==> src/rtl/rr_mux4_arbiter_pkg.sv <==
// Shared constants for the four-way round-robin arbiter and its datapath mux.
package rr_mux4_arbiter_pkg;
    localparam int NUM_REQ = 4;
    localparam int SEL_W   = 2;

    localparam logic [0:0] ST_IDLE  = 1'b0;
    localparam logic [0:0] ST_GRANT = 1'b1;
endpackage

==> src/rtl/rr_mux4_arbiter_mux4_dw.sv <==
// DW-bit 4:1 multiplexer; requester i occupies din[i*DW +: DW].
module mux4_dw
    import rr_mux4_arbiter_pkg::*;
#(
    parameter int DW = 8
) (
    input  logic [SEL_W-1:0]      sel,
    input  logic [NUM_REQ*DW-1:0] din,
    output logic [DW-1:0]         dout
);
    always_comb begin
        dout = din[DW-1:0];
        case (sel)
            2'd0: dout = din[0*DW +: DW];
            2'd1: dout = din[1*DW +: DW];
            2'd2: dout = din[2*DW +: DW];
            2'd3: dout = din[3*DW +: DW];
            default: dout = din[DW-1:0];
        endcase
    end
endmodule

==> src/rtl/rr_mux4_arbiter.sv <==
// Round-robin arbiter sharing one valid/ready output among four requesters,
// holding each grant for at most MAX_BURST transfers.
module rr_mux4_arbiter
    import rr_mux4_arbiter_pkg::*;
#(
    parameter int DW        = 8,
    parameter int MAX_BURST = 4
) (
    input  logic                  clk,
    input  logic                  reset,
    input  logic [NUM_REQ-1:0]    req,
    input  logic [NUM_REQ*DW-1:0] din,
    output logic [NUM_REQ-1:0]    grant,
    output logic [SEL_W-1:0]      sel,
    output logic [DW-1:0]         dout,
    output logic                  dout_valid,
    input  logic                  dout_ready,
    output logic                  busy
);
    localparam int CNT_W = (MAX_BURST > 1) ? $clog2(MAX_BURST) : 1;
    localparam logic [CNT_W-1:0] CNT_LAST = CNT_W'(MAX_BURST - 1);

    // Handshake: a transfer happens in any cycle where dout_valid and
    // dout_ready are both high; dout is held stable while valid waits on ready.
    logic [0:0]       state;
    logic [SEL_W-1:0] ptr;
    logic [CNT_W-1:0] cnt;
    logic [DW-1:0]    mux_out;
    logic             xfer;

    // First requester at or after the pointer, wrapping modulo four.
    function automatic logic [SEL_W-1:0] rr_pick(input logic [NUM_REQ-1:0] r,
                                                 input logic [SEL_W-1:0]   p);
        logic [SEL_W-1:0] idx;
        rr_pick = p;
        for (int k = NUM_REQ - 1; k >= 0; k--) begin
            idx = p + SEL_W'(k);
            if (r[idx]) rr_pick = idx;
        end
    endfunction

    assign busy       = (state == ST_GRANT);
    assign grant      = busy ? (NUM_REQ'(1) << sel) : '0;
    assign dout_valid = busy & req[sel];
    assign xfer       = dout_valid & dout_ready;
    assign dout       = dout_valid ? mux_out : '0;

    mux4_dw #(.DW(DW)) u_mux (
        .sel  (sel),
        .din  (din),
        .dout (mux_out)
    );

    always_ff @(posedge clk or posedge reset) begin
        if (reset) begin
            state <= ST_IDLE;
            sel   <= '0;
            ptr   <= '0;
            cnt   <= '0;
        end else begin
            case (state)
                ST_IDLE: begin
                    if (|req) begin
                        state <= ST_GRANT;
                        sel   <= rr_pick(req, ptr);
                        cnt   <= '0;
                    end
                end
                ST_GRANT: begin
                    // A dropped request ends the burst; so does the last allowed transfer.
                    if (!req[sel] || (xfer && cnt == CNT_LAST)) begin
                        state <= ST_IDLE;
                        ptr   <= sel + SEL_W'(1);
                        cnt   <= '0;
                    end else if (xfer) begin
                        cnt <= cnt + CNT_W'(1);
                    end
                end
                default: state <= ST_IDLE;
            endcase
        end
    end
endmodule
==> config.mk <==
export PLATFORM = sky130hd
export DESIGN_NAME = rr_mux4_arbiter
export DESIGN_NICKNAME = d
export VERILOG_FILES = /design/src/rtl/rr_mux4_arbiter_pkg.sv /design/src/rtl/rr_mux4_arbiter_mux4_dw.sv /design/src/rtl/rr_mux4_arbiter.sv
export SDC_FILE = /design/constraint.sdc
export NUM_CORES = 1
export LEC_CHECK = 0
export ABC_AREA = 1
export CORE_MARGIN = 8
export CORE_UTILIZATION = 45
export CTS_CLUSTER_SIZE = 40
export DETAILED_ROUTE_END_ITERATION = 8
export DONT_BUFFER_PORTS = 1
export GPL_ROUTABILITY_DRIVEN = 1
export PLACE_DENSITY_LB_ADDON = 0.15
export SLEW_MARGIN = 15
export SYNTH_ARGS = -nofsm -noshare
export SYNTH_HDL_FRONTEND = slang
export SYNTH_SLANG_ARGS = --single-unit
==> constraint.sdc <==
create_clock -name clk -period 1.93 [get_ports clk]
set_input_delay 0.2895 -clock clk [delete_from_list [all_inputs] [get_ports clk]]
set_output_delay 0.2895 -clock clk [all_outputs]
set_load 0.03 [all_outputs]
Word level (Yosys, flattened, before mapping)
Cells that the tools add are included.

Bitwise operators: 3. Add/subtract/negate cells: 5. Reductions and logical operators: 8. Muxes and demuxes: 24. Equal/unequal tests: 6. Shift operators: 1. Order comparisons: 5.

Operators with widths (count): 8-bit case mux with 4 select lines (1); 2-bit by 3-bit less-than comparator with 1-bit output, second input constant (5); 2-bit 2-to-1 mux (7); 1-bit binary-select mux with 2-bit select (5); 8-bit 2-to-1 mux (1); 1-bit 2-to-1 mux (7); 2-bit by 1-bit adder with 2-bit output, second input constant (3); 2-bit equality test, second input constant (3); 2-bit AND reduction (3); 2-bit adder, second input constant (2); 4-bit 2-to-1 mux (1); 2-bit case mux with 2 select lines (1); 4-bit OR reduction (1); 1-bit by 2-bit << shifter with 4-bit output, first input constant (1); 3-bit by 1-bit != test with 1-bit output, second input constant (1); 1-bit AND (2); 2-bit by 1-bit equality test with 1-bit output, second input constant (1); 2-bit logical NOT (1); 2-bit != test, second input constant (1); 1-bit case mux with 2 select lines (1); 1-bit logical AND (1); 1-bit logical NOT (1); 1-bit logical OR (1); 1-bit inverter (1).

Output and inout port bits: 16. Word-level logic and storage cells: 56. Register bits: 7. Input port bits: 39.

Logic depth before layout (Yosys ltp)
Gate-level depths: netlist (run 1).

Word-level depth: 8. Depth in mapped cells: 13. Mapped depth without buffers: 12.

Cells and area by module
A second synthesis (run 1) with hierarchy kept.

Cells, all modules: 173. Area total of the unflattened synthesis: 988.4 um^2.

By module, submodules not included: rr_mux4_arbiter (cells each 126, area each 724.4 um^2, sequential area each 175.2 um^2, times used 1); mux4_dw (cells each 47, area each 264.0 um^2, sequential area each 0.0 um^2, times used 1).

Worst setup path before layout (run 1)
No wires, ideal clock.

Kind: reg-to-output. Start point: register sel[1]. End point: output port dout[0]. Arrival time: 1.749 ns. Path buffers: 1. Required time: 1.640 ns. Cell stages (with the launch flop): 7. Slack: -0.108 ns. Cells stage by stage: dfrtp_1 > inv_1 > ha_1 > inv_1 > buf_2 > nor2_1 > nor3_2.

Longest elaborated chain between the ends: 4. Elaborated cells on any way between the ends: 9. Classes of those cells: 3 x eq/ne; 4 x mux; 1 x bitwise; 1 x reduce/logical.

Ends and longest elaborated chain: start, declared (line rr_mux4_arbiter.sv:14) `output logic [SEL_W-1:0] sel,`; start signal, assigned (line rr_mux4_arbiter.sv:65) `sel <= rr_pick(req, ptr);`; 1-bit binary-select mux with 2-bit select (line rr_mux4_arbiter.sv:44) `assign dout_valid = busy & req[sel];`; 1-bit 2-to-1 mux (implied by the code) (line rr_mux4_arbiter.sv:44); 1-bit AND (line rr_mux4_arbiter.sv:44); 8-bit 2-to-1 mux (*) (line rr_mux4_arbiter.sv:46) `assign dout = dout_valid ? mux_out : '0;`; end, declared (line rr_mux4_arbiter.sv:15) `output logic [DW-1:0] dout,`.

Every way passes the cells marked *; elsewhere a longest branch is shown, timed or not. The select of a mux whose other input is x is not followed.

Final worst setup path (run 1)
Start point: register sel[1]. End point: output port dout[1].

Same word-level chain as after synthesis.

==> impl_metrics.csv, run 1 <==
group,metric,value,unit
cts,cts_max_level,1,
grt,antenna_found_initial,0,
worst_setup_path,worst_setup_path_end_kind,"output port",
hold_path,hold_path_class,"input pin to flop",
hold_path,hold_end,"cnt[1]",
timing,setup_viol,1,
floorplanning,initial_core_util,48.2,%
worst_setup_path,path_delay_family,"flip-flops",
logic_synthesis,synth_nets,196,
timing,hold_ws,0.263,ns
drt,routed_wl,3220,um
logic_synthesis,ys_ff_latch,7,
cts,clock_path_buffers,2,
placement,pre_cts_ws,0.167,ns
timing,hold_viol,0,
cts,numCtsBuffers,3,
worst_setup_path,critPathArrivalTime,1.66,ns
final_layout,regArea,178,sq um
final_layout,layout-drive-gt1-share,40.9,%
final_layout,multi_input_area,840,sq um
drt,first_iter_violations,41,
cts,worstSkewPairLatency,0.25,ns
cts,cts.clk_slew.worst_paths,0.05,ns
logic_synthesis,ys_seq_area_share,18.3,%
logic_synthesis,synth_area,955,sq um
placement,place_inst,181,
worst_setup_path,cp.required,1.64,ns
timing,setup_ws,-0.0146,ns
drt,dr_total_vias,1049,
worst_setup_path,critPathMaxStageDelay,0.46,ns
logic_synthesis,ys_types,23,
grt,grt_max_degree,11,
worst_setup_path,critPathLaunchType,"flop",
worst_setup_path,crit_fanout,6,
grt,track_usage,15.7,%
worst_setup_path,r2r-end,"cnt[0]",
timing,finalCritPeriodShare,101,%
logic_synthesis,ys.flop_type,"dfrtp_1",
hold_path,min_from,"dout_ready",
timing,worst_pin_slew,0.372,ns
logic_synthesis,syn_avg_cell_area,6.32,sq um
power,p_leak,0.000675,uW
job,maxCapViolations,0,
cts,cts_num_sinks,7,
final_layout,final_nets,217,
floorplanning,dieArea,3850,sq um
floorplanning,num_rows,16,
final_layout,antenna_cells,0,
status,status,"finished, violations left",
final_layout,fin_util,67.7,%
grt,grt_pass1_vias,1031,
placement,dp_hpwl,2380,um
status,violations,"negative setup slack",
floorplanning,core_area,1980,sq um
timing,max_freq,0.514,GHz
worst_setup_path,r2r-start,"sel[0]",
floorplanning,die_h,62.1,um
placement,place.gp.congestion,0.804,
hold_path,min_path_cells,3,
final_layout,final_cells,198,
drt,firstDrtPassIters,4,
final_layout,fillCellCount,154,
worst_setup_path,crit_chain,"inv_4, buf_6, ha_4, buf_6, a221oi_4, nor3_4",
drt,viasPerCell,5.30,
grt,grt_overflow,0,
drt,detail-route-antenna-nets,0,
cts,cts_tree,"built",
drt,drc_errors,0,
timing,fin_worst_skew,0.00597,ns
floorplanning,num_io_pins,55,
logic_synthesis,async_reset_ff_share,100,%
worst_setup_path,reg2reg_depth,9,
logic_synthesis,synth_edf_count,0,
worst_setup_path,rrSetupSlack,0.42,ns
final_layout,area_delta_synth_final,40.5,%
worst_setup_path,crit_buf_inv,3,
worst_setup_path,path_common_cell,"buf_6",
floorplanning,die_w,62.1,um
timing,timing.final.crit_period,1.94,ns
placement,io_buffer_count,0,
timing,slew_viol_final,0,
timing,fin_setup_tns,-0.0146,ns
grt,grt_pass1_wl,4530,um
worst_setup_path,crit_path_top_delay_cell,"dfrtp_2",
timing,slew_headroom,75.1,%
logic_synthesis,syn_inst,151,
timing,grt_setup_unrepaired,"true",
power,powerDensity,2200,nW/um^2
drt,routedWlPerCell,16.3,um
power,vdd_ir_drop_max,1.19,mV
worst_setup_path,worst-setup-path-type,"flop to output port",
cts,clock-root-buffer,"clkbuf_4",
logic_synthesis,yosysWarnings,0,
==> worst max path at each step <==
stage	cells after the start	end	startpoint
finish	6	dout[1]	sel[1]
global route	7	dout[1]	sel[1]
CTS	8	dout[7]	sel[0]
detailed placement	4	dout[1]	sel[1]
global placement	8	dout[7]	sel[0]
floorplan	7	dout[6]	sel[0]
==> state kept, by name, indices dropped and copies added, names as in the netlist <==
name,count
ptr,2
cnt,2
sel,2
busy,1
==> through the flow <==
step,total power [uW],area [sq um]
2_1_floorplan,1940,995
3_3_place_gp,2270,1060
3_5_place_dp,2320,1060
4_1_cts,2620,1180
5_1_grt,3210,1340
6_report,2950,1340
==> logic make-up after synthesis <==
kind of cell    count (synthesis)  synth area share (%)
simple gates                   98                  51.1
flops                           7                  18.3
fa+ha+maj                       6                  7.86
buf+inv                        25                  11.0
compound gates                 15                  11.7
==> worst reg2reg max path, cell delays in order (launching register included) <==
cell,delay (ns)
dfrtp_2,0.43
buf_4,0.14
nand2_1,0.07
nand3_2,0.12
nand2_4,0.08
nor2_8,0.11
buf_4,0.18
nand2_1,0.08
o21ai_1,0.12
o21a_1,0.12
==> synthesized netlist by cell type (2+ instances only) <==
| library cell | instances | share of area, % |
|---|---|---|
| a21oi_1 | 2 | 1.0 |
| a221oi_1 | 8 | 7.3 |
| clkbuf_1 | 3 | 1.2 |
| dfrtp_1 | 7 | 18 |
| ha_1 | 6 | 7.9 |
| inv_1 | 14 | 5.5 |
| inv_2 | 5 | 2.0 |
| nand2_1 | 57 | 22 |
| nand2_2 | 7 | 4.6 |
| nand3_1 | 11 | 5.8 |
| nand3_2 | 2 | 2.1 |
| nor2_1 | 10 | 3.9 |
| nor3_2 | 8 | 8.4 |
| o21ai_1 | 2 | 1.0 |
==> per-layer routing <==
metal / up-vias / track usage (%) / routed length (um)
li1: 538 / - / -
met1: 464 / 14.9 / 1120
met2: 41 / 30.4 / 1760
met3: 6 / 5.76 / 291
met4: 0 / 4.55 / 45
met5: - / 0 / 0
==> layout by cell type (no fill, tap or decap), types with 2 or more instances in the layout <==
cell type and n:
nor3_4 6, ha_4 3, a221oi_4 2, inv_2 5
nor2_1 10, a221oi_2 6, ha_1 2, inv_1 11
nand3_2 2, nor3_2 2, buf_4 14, o21ai_1 2
inv_4 3, buf_6 5, nand2_1 53, dfrtp_1 5
clkbuf_4 3, nand2_2 10, dfrtp_2 2, nand3_1 11
nand2_4 2, a21oi_1 2
==> power breakdown <==
part,internal [uW],switching [uW]
clock,78.8,52.5
sequential,229,119
combinational,934,1530
==> layout make-up <==
class | count | area share, %
well taps | 27 | 2.52
clock buffers | 4 | 1.96
repair buffers | 21 | 13.2
flip-flops and latches | 7 | 13.2
inverters | 20 | 6.53
multi-input cells | 119 | 62.6
==> timing repair <==
item,4_1_cts,5_1_grt
setup buffers,2,10
endpoints found under the setup margin,8,8
pin swaps,6,5
endpoints found under the hold margin,7,0
gates resized for setup,14,22
gates cloned,0,1
hold buffers,1,0
Note: power is estimated with default switching activity, not from simulation.
==> run 2, diff against run 1 <==
--- a/config.mk
+++ b/config.mk
@@ -6,6 +6,7 @@
 export NUM_CORES = 1
 export LEC_CHECK = 0
 export ABC_AREA = 1
+export CAP_MARGIN = 20
 export CORE_MARGIN = 8
 export CORE_UTILIZATION = 45
 export CTS_CLUSTER_SIZE = 40
==> results of run 2 <==
Final layout, timing and power as in run 1 (identical DEF).
==> run 3, diff against run 2 <==
--- a/config.mk
+++ b/config.mk
@@ -7,8 +7,9 @@
 export LEC_CHECK = 0
 export ABC_AREA = 1
 export CAP_MARGIN = 20
-export CORE_MARGIN = 8
+export CORE_MARGIN = 2
 export CORE_UTILIZATION = 45
+export CTS_CLUSTER_DIAMETER = 60
 export CTS_CLUSTER_SIZE = 40
 export DETAILED_ROUTE_END_ITERATION = 8
 export DONT_BUFFER_PORTS = 1
==> run 3 against run 2 <==
Effect of this change:
- the run now ends clean
- worst hold slack gained 0.0049 ns
- flip-flop and latch count is the same
- routed wire length shrank 19%
==> impl_metrics.csv, run 3 (same netlist as run 1, synthesis figures left out) <==
group,metric,value,unit
status,status,"finished clean",
worst_setup_path,reg2reg_depth,9,
drt,firstDrtPassIters,4,
power,comb_power_share,81.9,%
final_layout,layout-drive-gt1-share,32.1,%
floorplanning,die_h,50.1,um
placement,place_inst,181,
floorplanning,initial_core_util,48.2,%
final_layout,top_regs,"cnt (2), ptr (2), sel (2)",
grt,grt_pass1_wl,4130,um
timing,fin_setup_tns,0,ns
power,powerDensity,2220,nW/um^2
hold_path,min_from,"dout_ready",
placement,dpl_cell_area,1060,sq um
worst_setup_path,cp.depth,4,
drt,dr_total_vias,1019,
floorplanning,core_area,1980,sq um
worst_setup_path,r2r-start,"sel[0]",
final_layout,fillCellCount,208,
worst_setup_path,crit_path_top_delay_cell,"dfrtp_2",
worst_setup_path,worst-setup-path-type,"flop to output port",
floorplanning,dieArea,2510,sq um
hold_path,hold_end,"cnt[1]",
timing,finalCritPeriodShare,98.5,%
timing,hold_viol,0,
power,vdd_ir_drop_max,1.20,mV
timing,grt_setup_unrepaired,"true",
worst_setup_path,critPathLaunchType,"flop",
power,clockPowerShare,5.0,%
worst_setup_path,crit_chain,"inv_4, ha_2, a221oi_1, nor3_4",
worst_setup_path,cp.required,1.64,ns
final_layout,fin_util,59.5,%
worst_setup_path,r2r-end,"cnt[0]",
grt,grt_overflow,0,
timing,slew_headroom,72.2,%
final_layout,design_area,1180,sq um
placement,place.gp.congestion,0.840,
final_layout,final_cells,189,
worst_setup_path,crit_fanout,9,
timing,max_freq,0.526,GHz
power,netSwitchingFraction,60.7,%
worst_setup_path,critPathMaxStageDelay,0.46,ns
grt,antenna_found_initial,0,
power,switching_power,1580,uW
hold_path,hold_path_class,"input pin to flop",
cts,cts_max_level,1,
timing,worst_pin_slew,0.418,ns
cts,cts.clk_slew.worst_paths,0.05,ns
cts,clock-root-buffer,"clkbuf_4",
final_layout,antenna_cells,0,
drt,first_iter_violations,20,
worst_setup_path,path_delay_family,"flip-flops",
grt,grt_max_degree,11,
drt,routedWlPerCell,13.8,um
timing,timing.final.crit_period,1.90,ns
drt,drc_errors,0,
timing,fin_worst_skew,0.00129,ns
drt,viasPerCell,5.39,
worst_setup_path,critPathArrivalTime,1.61,ns
drt,detail-route-antenna-nets,0,
worst_setup_path,crit_buf_inv,1,
final_layout,final_common_cell,"nand2_1",
cts,cts_num_sinks,7,
cts,clock_path_buffers,2,
placement,dp_hpwl,1970,um
power,intPower,1030,uW
power,p_leak,0.000602,uW
job,maxCapViolations,0,
power,total_power,2610,uW
worst_setup_path,worst_setup_path_end_kind,"output port",
final_layout,area_delta_synth_final,23.5,%
grt,grt_pass1_vias,979,
final_layout,regArea,178,sq um
final_layout,layout_common_cells,"57 x nand2_1, 12 x inv_1, 11 x nand3_1",
floorplanning,die_w,50.1,um
worst_setup_path,rrSetupSlack,0.43,ns
power,power_frac_seq,13.1,%
placement,io_buffer_count,0,
final_layout,multi_input_area,757,sq um
cts,worstSkewPairLatency,0.24,ns
cts,cts_tree,"built",
grt,track_usage,20.8,%
hold_path,min_path_cells,3,
cts,numCtsBuffers,3,
final_layout,final_nets,208,
timing,setup_viol,0,
drt,routed_wl,2600,um
floorplanning,num_io_pins,55,
timing,slew_viol_final,0,
floorplanning,num_rows,16,
-- run 3: cell types whose count changed in the layout (fill, tap and decap cells not counted), moves of 3 or more --
cell | previous run | this run
nand2_2 | 10 | 7
buf_4 | 14 | 10
a221oi_1 | 0 | 4
buf_6 | 5 | 0
nand2_1 | 53 | 57
-- run 3: worst min-delay path: cells and delay by family --
family	cells	cell delay (ns)
simple gates	1	0.08
compound gates	2	0.10
-- run 3: worst max path at each step --
stage / from / endpoint
6_report: sel[0] / dout[2]
3_3_place_gp: sel[0] / dout[5]
4_1_cts: sel[1] / dout[6]
5_1_grt: sel[0] / dout[6]
2_1_floorplan: sel[0] / dout[6]
3_5_place_dp: sel[0] / dout[0]
-- run 3: metrics by stage --
| step | setup slack (ns) | hold slack, ns |
|---|---|---|
| 3_3_place_gp | 0.108 | 0.133 |
| 4_1_cts | 0.00586 | 0.259 |
| 5_1_grt | -0.0560 | 0.304 |
| 6_report | 0.0280 | 0.268 |
| 3_5_place_dp | 0.0555 | 0.132 |
| 2_1_floorplan | -0.00276 | 0.0928 |
-- run 3: power by group through the flow --
stage                     combinational [uW]  sequential [uW]  clock (uW)
after floorplan                         1570              374           0
after global placement                  1920              333           0
after detailed placement                1960              335           0
after CTS                               2070              340         136
after global routing                    2380              356         139
final                                   2140              342         131
-- run 3: final cells by class --
type	count	share of cell area, %
Multi-Input combinational cell	119	64.2
Sequential cell	7	15.1
Inverter	20	7.75
Timing Repair Buffer	11	7.22
Tap cell	27	2.87
Clock buffer	4	2.23
Timing Repair inverter	1	0.637
-- run 3: per-layer routing --
metal  vias to the layer above  part of all wire, %  track usage (%)
met1                       460                   43             26.2
met5                         -                    0                0
met2                        39                   50             35.1
li1                        516                    -                -
met4                         0                  1.0             8.80
met3                         4                  6.1             3.03
-- run 3: repair_timing --
item	in CTS	in global routing
gates cloned	1	0
gates resized for setup	11	5
pin swaps	6	0
hold buffers	1	0
buffers inserted	1	1
endpoints found under the setup margin	8	8
hold endpoints to repair	7	0
==> edit (flow settings as in run 3) <==
Change the parameter `MAX_BURST` from 4 to 8.
--- a/src/rtl/rr_mux4_arbiter.sv
+++ b/src/rtl/rr_mux4_arbiter.sv
@@ -4,7 +4,7 @@
     import rr_mux4_arbiter_pkg::*;
 #(
     parameter int DW        = 8,
-    parameter int MAX_BURST = 4
+    parameter int MAX_BURST = 8
 ) (
     input  logic                  clk,
     input  logic                  reset,
Formal check against the unedited RTL: not equivalent (Yosys sat finds a counterexample within 10 cycles, from zero or initial values and one cycle with reset high).
==> edit against run 3 <==
- synthesized area shrank 0.66%
- worst setup slack lost 25 ps
- hold slack lost 27 ps
- critical endpoint is now dout[4]
- clock power grew 8%
- sequential share of layout area grew 1.4 points
- sequential cell count grew 1
- wire length shrank 4.6%
- core utilization grew 2.5 points
- power shrank 4.5%
- cell area grew 4.1%
- register-to-register slack lost 80 ps
- largest cell class unchanged
==> edit: results (changes against run 3) <==
The logs give 24 (+20%) for the count of routing violations after the opening detailed-route iteration and 5.618 ps (+4.326 ps) for the final setup skew. The mux cell area share after synthesis came out at 0 (unchanged). Class of the worst hold path: in2reg.

The xor and xnor area share after synthesis came out at 0 (unchanged). The tools report the buffer cell driving the clock tree root as sky130_fd_sc_hd__clkbuf_4. The initial antenna violation count was 0 (unchanged). The leakage power is 0.6240 nW (+3.6%). The average instance area after synthesis works out to 6.080 um2 (-3.8%). The pre-CTS setup slack is 143.8 ps (+88.31 ps).

The compound-cell area share of the yosys netlist is 0.1966 (+0.07993), and the clock buffer count from CTS is 3 (unchanged). Clock-pin slew was measured on the worst setup and hold paths at 60 ps. The number of inserted diodes came out at 0 (unchanged).

In the final layout, the registers with the most flip-flops are cnt (3), ptr (2), sel (2). The run gives 260 ps (+20 ps) as the clock network latency to the later pin of the worst-skew pair. For the number of different library cells in the post-synthesis netlist, the log shows 24 (+4.3%).

The count of input and output buffers works out to 0 (unchanged). The detailed-route vias per instance came out at 5.328 (-1.2%). By area the synthesized netlist is led by sky130_fd_sc_hd__nand2_1, sky130_fd_sc_hd__dfrtp_1, sky130_fd_sc_hd__ha_1.

The logs give 954 (-2.6%) for the number of global-route vias before repair and 0 (unchanged) for the number of warnings printed during yosys synthesis. The worst-margin pin slew was 317.7 ps (-99.95 ps). The critical path arrival is 1640 ps (+30 ps), and the global-route wire length before repair is 3.953 mm (-4.4%). The fraction of registers with async set/reset is 1.000 (unchanged). The pin count of the biggest net entering global routing was 12 (+1); the routability-driven placement congestion ratio was 0.8527 (+1.5%). The non-filler instance count after layout was 198 (+4.8%). The largest fanout on the critical path came out at 7 (-2).

The logs give 2.495 mW (-4.5%) for the total power and 1089 um2 (+2.6%) for the total placed instance area. The flow ran to the end, and the final reports show no timing, DRC or antenna violations. The logs give 0.2018 (-0.006709) for the global routing usage summed across all routing layers and 192 (+6.1%) for the number of placed instances with taps included.

The peak supply drop came out at 0.8953 mV (-25%). The per-cell routed wire length is 12.54 um (-8.9%). The half-perimeter wire length of the detailed placement result came out at 1.997 mm (+1.6%). After synthesis, the most frequently instantiated cells are sky130_fd_sc_hd__nand2_1, sky130_fd_sc_hd__inv_1, sky130_fd_sc_hd__nand3_1, sky130_fd_sc_hd__a21oi_1, sky130_fd_sc_hd__dfrtp_1. The run gives 0.2111 (+0.02760) as the fraction of the yosys area taken by sequential cells.

The share of post-route cells with drive strength above 1 is 0.2749 (-0.04613). The number of nets at the end of the flow was 218 (+4.8%); the adder-cell share of the synthesized area was 0.09235 (+0.01371).
==> edit: changes by cell type in the layout (fill, tap and decap cells not counted), sizes merged, moves of 2 or more <==
cell	run 3	this run
buf	10	15
nor3	8	2
clkinvlp	2	0
nor2	11	8
a221oi	8	2
nand3	13	11
nand2	65	60
a31oi	0	7
o21ai	4	12
a21oi	2	10
==> edit: what timing repair did <==
item / 4_1_cts / 5_1_grt
gates resized for setup: 13 / 11
setup buffers: 1 / 0
endpoints found under the setup margin: 8 / 8
hold endpoints to repair: 8 / 0
pin swaps: 1 / 1
hold buffers: 1 / 0
==> edit: final cells by class <==
type / instances / area (um2)
multi-input cells: 122 / 726.9
clock buffers: 4 / 26.28
repair buffers: 16 / 148.9
flip-flops and latches: 8 / 202.7
well taps: 27 / 33.78
fillers: 203 / 754.5
inverters: 21 / 88.84
==> edit: power by group <==
group,switching [mW],leakage (nW),total (mW),internal (mW)
clock network,0.0621,0.0150,0.141,0.0794
logic,1.24,0.512,1.99,0.744
registers,0.118,0.0969,0.365,0.248
total,1.42,0.624,2.50,1.07
==> edit: cell families after synthesis <==
kind of cell / count (synthesis)
simple gates: 83
flops: 8
fa+ha+maj: 7
buf+inv: 26
compound gates: 32
==> edit: metal layers <==
metal	global-route usage	routed length, um	part of all wire
met5	0	0	0
met4	0.06944	11	0.0044
met3	0.05455	247	0.099
met2	0.3689	1210	0.49
met1	0.2214	1014	0.41
==> edit: final timing paths <==
path / from / to / slack (ps) / depth (start not counted)
min reg2reg: cnt[2] / cnt[2] / 490 / 2
min in group asynchronous: reset / ptr[1] / 410 / 2
max in group asynchronous: reset / sel[1] / 1270 / 2
min: dout_ready / cnt[2] / 240 / 3
max reg2reg: sel[0] / cnt[0] / 350 / 10
max: sel[0] / dout[4] / 3 / 8
